===== config.mk =====
export PLATFORM = sky130hd
export DESIGN_NAME = inst_fetch_unit_flat
export DESIGN_NICKNAME = d
export VERILOG_FILES = /design/src/rtl/inst_fetch_unit_if.sv /design/src/rtl/inst_fetch_unit.sv /design/src/flat_wrapper.sv
export SDC_FILE = /design/constraint.sdc
export NUM_CORES = 1
export LEC_CHECK = 0
export CAP_MARGIN = 20
export CORE_MARGIN = 4
export CORE_UTILIZATION = 25
export DETAILED_ROUTE_END_ITERATION = 10
export SKIP_CTS_REPAIR_TIMING = 1
export SYNTH_ARGS = -nofsm -noshare
export SYNTH_HDL_FRONTEND = slang
export SYNTH_SLANG_ARGS = --single-unit

===== constraint.sdc =====
create_clock -name CLK -period 21.1 [get_ports CLK]
set_input_delay 5.275 -clock CLK [delete_from_list [all_inputs] [get_ports CLK]]
set_output_delay 5.275 -clock CLK [all_outputs]
set_load 0.005 [all_outputs]

===== src/rtl/inst_fetch_unit_if.sv =====
// Fetch-stage signal bundle: hazard/branch controls and the program-memory
// bus on one side, the IF/ID bundle and fault report on the other.
// The master modport is the fetch unit; the slave modport is its environment
// (decoder, program memory, hazard unit and decode stage).
interface inst_fetch_unit_if;
  logic        stall;
  logic        branch_taken;
  logic [31:0] branch_target;
  logic        CS_P;
  logic [31:0] inst_rdata;
  logic [31:0] address;
  logic [31:0] if_pc;
  logic [31:0] if_inst;
  logic        if_valid;
  logic        fetch_fault;
  logic [31:0] fault_addr;

  modport master (
    input  stall, branch_taken, branch_target, CS_P, inst_rdata,
    output address, if_pc, if_inst, if_valid, fetch_fault, fault_addr
  );

  modport slave (
    output stall, branch_taken, branch_target, CS_P, inst_rdata,
    input  address, if_pc, if_inst, if_valid, fetch_fault, fault_addr
  );
endinterface


===== src/rtl/inst_fetch_unit.sv =====
// Program counter and instruction fetch stage.
// PC register -> in-flight slot (rq_pc/rq_valid) -> registered IF/ID bundle.
// A one-entry skid keeps the synchronous-read word for the in-flight PC when
// a stall arrives right after its issue, because the memory output is only
// valid for one cycle.  A fetch with CS_P low enters the sticky FAULT state,
// which only rst leaves.
// Optional feature: define PC_ALIGN_CHECK_EN to also fault on PC[1:0] != 0.
module inst_fetch_unit #(
  parameter logic [31:0] RESET_PC = 32'h18C0
) (
  input logic             CLK,
  input logic             rst,
  inst_fetch_unit_if.master bus
);

  typedef enum logic {RUN, FAULT} state_e;

  state_e      state_q;
  logic [31:0] pc_q;
  logic [31:0] rq_pc_q;
  logic        rq_valid_q;
  logic        just_issued_q;
  logic [31:0] skid_q;
  logic        skid_full_q;
  logic [31:0] if_pc_q;
  logic [31:0] if_inst_q;
  logic        if_valid_q;
  logic        fetch_fault_q;
  logic [31:0] fault_addr_q;
  logic        issue_ok_d;
  logic [31:0] pc_inc_d;

  // Decide whether the fetch presented this cycle is legal.
`ifdef PC_ALIGN_CHECK_EN
  assign issue_ok_d = bus.CS_P && (pc_q[1:0] == 2'b00);
`else
  assign issue_ok_d = bus.CS_P;
`endif

  assign pc_inc_d = pc_q + 32'd4;

  // Whole fetch pipeline and RUN/FAULT state machine; branch beats stall.
  always_ff @(posedge CLK or posedge rst) begin
    if (rst) begin
      state_q       <= RUN;
      pc_q          <= RESET_PC;
      rq_pc_q       <= 32'd0;
      rq_valid_q    <= 1'b0;
      just_issued_q <= 1'b0;
      skid_q        <= 32'd0;
      skid_full_q   <= 1'b0;
      if_pc_q       <= 32'd0;
      if_inst_q     <= 32'd0;
      if_valid_q    <= 1'b0;
      fetch_fault_q <= 1'b0;
      fault_addr_q  <= 32'd0;
    end else if (bus.branch_taken && state_q == RUN) begin
      pc_q          <= bus.branch_target;
      rq_valid_q    <= 1'b0;
      if_valid_q    <= 1'b0;
      skid_full_q   <= 1'b0;
      just_issued_q <= 1'b0;
    end else if (!bus.stall) begin
      if_pc_q     <= rq_pc_q;
      if_inst_q   <= skid_full_q ? skid_q : bus.inst_rdata;
      if_valid_q  <= rq_valid_q;
      skid_full_q <= 1'b0;
      if (state_q == RUN) begin
        pc_q          <= pc_inc_d;
        rq_pc_q       <= pc_q;
        rq_valid_q    <= issue_ok_d;
        just_issued_q <= 1'b1;
        if (!issue_ok_d) begin
          state_q       <= FAULT;
          fault_addr_q  <= pc_q;
          fetch_fault_q <= 1'b1;
        end
      end else begin
        rq_valid_q    <= 1'b0;
        just_issued_q <= 1'b0;
      end
    end else begin
      if (just_issued_q && !skid_full_q) begin
        skid_q      <= bus.inst_rdata;
        skid_full_q <= 1'b1;
      end
      just_issued_q <= 1'b0;
    end
  end

  assign bus.address     = pc_q;
  assign bus.if_pc       = if_pc_q;
  assign bus.if_inst     = if_inst_q;
  assign bus.if_valid    = if_valid_q;
  assign bus.fetch_fault = fetch_fault_q;
  assign bus.fault_addr  = fault_addr_q;

endmodule

===== src/flat_wrapper.sv =====
// flat-port wrapper written by rule: the top's interface ports become plain ports
module inst_fetch_unit_flat 
#(
  parameter logic [31:0] RESET_PC = 32'h18C0
)
  (CLK, rst, bus_stall, bus_branch_taken, bus_branch_target, bus_CS_P, bus_inst_rdata, bus_address, bus_if_pc, bus_if_inst, bus_if_valid, bus_fetch_fault, bus_fault_addr);
  inst_fetch_unit_if bus_i ();
  input logic CLK;
  input logic rst;
  input wire logic [$bits(bus_i.stall)-1:0] bus_stall;
  input wire logic [$bits(bus_i.branch_taken)-1:0] bus_branch_taken;
  input wire logic [$bits(bus_i.branch_target)-1:0] bus_branch_target;
  input wire logic [$bits(bus_i.CS_P)-1:0] bus_CS_P;
  input wire logic [$bits(bus_i.inst_rdata)-1:0] bus_inst_rdata;
  output wire logic [$bits(bus_i.address)-1:0] bus_address;
  output wire logic [$bits(bus_i.if_pc)-1:0] bus_if_pc;
  output wire logic [$bits(bus_i.if_inst)-1:0] bus_if_inst;
  output wire logic [$bits(bus_i.if_valid)-1:0] bus_if_valid;
  output wire logic [$bits(bus_i.fetch_fault)-1:0] bus_fetch_fault;
  output wire logic [$bits(bus_i.fault_addr)-1:0] bus_fault_addr;
  assign bus_i.stall = bus_stall;
  assign bus_i.branch_taken = bus_branch_taken;
  assign bus_i.branch_target = bus_branch_target;
  assign bus_i.CS_P = bus_CS_P;
  assign bus_i.inst_rdata = bus_inst_rdata;
  assign bus_address = bus_i.address;
  assign bus_if_pc = bus_i.if_pc;
  assign bus_if_inst = bus_i.if_inst;
  assign bus_if_valid = bus_i.if_valid;
  assign bus_fetch_fault = bus_i.fetch_fault;
  assign bus_fault_addr = bus_i.fault_addr;
  inst_fetch_unit #(.RESET_PC(RESET_PC)) u_core (.CLK(CLK), .rst(rst), .bus(bus_i));
endmodule

==> metrics.md <==
| Metric | Value |
|---|---|
| Clk_lat worst skew | 440 ps |
| Inserted Diodes | 0 |
| Finished Cell Area | 11,600 sq um |
| DP HPWL | 16.4 mm |
| CP Capture Type | register |
| WL met2 | 11.2 mm |
| Mapped Area | 8510 sq um |
| Sequential Area | 4960 sq um |
| Max layer used | met5 |
| Vias in the first global route | 6,225 |
| Max-slew headroom | 0.268 |
| Die Span X | 192 um |
| Average size of a mapped cell | 11.5 sq um |
| HP Start | u_core.rq_pc_q[15] |
| Top cell type's share of synthesized area | 0.571 |
| R2r endpoint | u_core.skid_q[4] |
| CP arrival | 7930 ps |
| DRC viols | 0 |
| Final GP Congestion | 0.756 |
| Multi-input gate area | 3340 sq um |
| # IOs | 199 |
| Async SR Flop Fraction | 1.00 |
| Status | completed |
| WL/cell | 17.7 um |
| Mux cell area share after synthesis | 0.171 |
| Crit Path Max Fanout | 43 |
| Synth Flop Type | dfrtp_1 |
| Met3 WL | 1.72 mm |
| Final TNS setup | 0 ps |
| Start of the worst register-to-register path | u_core.state_q |
| Final #Nets | 993 |
| XOR/XNOR share of the synthesized area | 0 |
| CTS tree | yes |
| Setup CP Type | input pin to register |
| CP Launch Point | bus_stall |
| Area growth, synth to finish | 36.1% |
| Clock sink count | 198 |
| Tmin final | 7590 ps |
| Worst Reg-to-Reg Cells | 4 |
| Gr usage total | 0.132 |
| Req. time, crit path | 21,440 ps |
| Wl on met1 | 11.3 mm |
| Top-count cell post-synth | dfrtp_1 |
| Leading area contributor after synthesis | dfrtp_1 |
| Worst slew pin tran | 1100 ps |
| Starting Density | 0.254 |
| RSZ-0062 raised after global routing | false |
| Hold WC Path Type | register to register |
| Initial antenna violation count | 1 |
| Post-Synth Adder-Cell Area | 0.00147 |
| Clk pin slew, worst setup/hold paths | 70 ps |
| Worst Setup EP | u_core.bus.address[18] |
| Largest family of logic cells by synthesized area | multiplexers |
| Seq/Total Area, Yosys | 0.583 |
| GRT overflow | 0 |
| Yosys Warn Count | 0 |
| Gate Count Post-Synth | 742 |
| Skew final | 10.9 ps |
| Placed cell areas | 10,900 sq um |
| Synth Area in Simple Gates | 0.136 |
| Drt via density | 4.59 |
| Final period utilization | 0.360 |
| I/O Buffers | 198 |
| Max Slew Vio Count | 0 |
| DR vias | 6,359 |
| Core ar. | 33,500 sq um |
| Pre-antenna DRT Iters | 7 |
| Setup crit start kind | input pin |
| Synth Register Bits | 198 |
| Die area | 37,000 sq um |
| Synth top area cells | dfrtp_1, mux2_2, nand2_1 |
| Syn nets | 812 |
| Layout cells sized above 1 | 0.153 |
| Pwr Density | 105 nW/um^2 |
| Starting DRT DRC Count | 370 |
| CTS root buf | clkbuf_16 |
| Row count | 67 |
| ANT nets after route | 0 |
| WL final | 24.5 mm |
| Commonest cells in the netlist | dfrtp_1, nand2_1, mux2_2, a21oi_1, nor2_1 |
| Worst hold slack | 477 ps |
| Hold Vio Cnt, Final | 0 |
| VDD IR max | 56.5 uV |
| Design Power | 1.21 mW |
| H-tree level count | 4 |
| First-pass GRT wire length | 37.4 mm |
| Post-synth EDFFs | 0 |
| P_leak | 4.88 nW |
| CTS max path bufs | 2 |
| R2R setup slack | 18,550 ps |
| CTS buffer count | 17 |
| Post-synth cell types | 59 |
| Final setup viols | 0 |
| Fillers | 3,370 |
| Die height | 192 um |
| Post-synthesis compound-gate area fraction | 0.0828 |
| Max-Cap Viols | 0 |
| Largest net degree at the start of global routing | 123 |
| Max Clock Freq | 0.132 GHz |
==> cells by family (layout without fill, tap and decap cells) <==
| group | count (synthesis) | count (layout) |
|---|---|---|
| flip-flops | 198 | 198 |
| multiplexers | 133 | 133 |
| AND/OR/NAND/NOR | 242 | 242 |
| adder cells (fa/ha/maj) | 1 | 1 |
| buffers and inverters | 51 | 245 |
| AO/OA/AOI/OAI | 117 | 117 |
==> layer usage <==
metal / track usage / up-vias
met2: 0.203 / 215
met3: 0.0432 / 19
li1: - / 2983
met4: 0.0321 / 2
met1: 0.180 / 3140
met5: 0 / -
==> sequential cells by signal, summed over array words and instances (netlist names), 32 cells and up <==
register               cells
u_core.bus.address        32
u_core.bus.if_inst        32
u_core.skid_q             32
u_core.bus.if_pc          32
u_core.rq_pc_q            32
u_core.bus.fault_addr     32
==> where the power goes <==
group	leakage, nW	internal, mW	total [mW]	switching (mW)
sequential	2.38	0.486	0.571	0.0858
combinational	2.21	0.195	0.314	0.119
clock	0.287	0.176	0.326	0.150
==> area by class of cell <==
class | instances | area share
Tap cell | 448 | 0.0484
Inverter | 6 | 0.00259
Sequential cell | 198 | 0.428
Multi-Input combinational cell | 493 | 0.289
Clock inverter | 10 | 0.00799
Timing Repair Buffer | 207 | 0.182
Clock buffer | 22 | 0.0418
==> through the flow <==
stage	instances	setup WS [ps]	util
6_report	1384	13510	0.345
5_1_grt	1384	13290	0.345
4_1_cts	1380	13240	0.343
3_5_place_dp	1348	12790	0.325
3_3_place_gp	1348	12810	0.325
2_1_floorplan	742	10430	-
==> cell usage in the layout, fill, tap and decap left out, types with 4 or more instances in the layout <==
cell type / n
buf_4: 5
nor3_1: 12
nand2_1: 123
mux2_2: 75
o211ai_1: 5
dfrtp_1: 193
clkbuf_8: 4
inv_1: 4
clkdlybuf4s50_1: 198
a21o_1: 4
a21oi_1: 55
mux2_1: 21
o22ai_1: 7
o21ai_1: 4
nand3_1: 20
mux2i_1: 37
clkbuf_16: 17
clkinv_2: 4
nor2_1: 43
dfstp_2: 4
a22oi_1: 10
o21ai_0: 15
==> worst max-delay path, cell delays in order <==
cell	delay, ps
clkdlybuf4s50_1	820
nor2_1	350
nand2_2	70
buf_4	280
inv_2	570
nand3_1	240
o311ai_1	280
==> how the worst min path moves through the flow <==
stage	to	slack, ps	depth (start not counted)
floorplan	u_core.rq_pc_q[7]	440	2
global placement	u_core.rq_pc_q[20]	460	2
detailed placement	u_core.rq_pc_q[15]	460	2
CTS	u_core.rq_pc_q[15]	480	2
global route	u_core.bus.fetch_fault	500	1
finish	u_core.rq_pc_q[15]	480	2
Note: power is estimated with default switching activity, not from simulation.
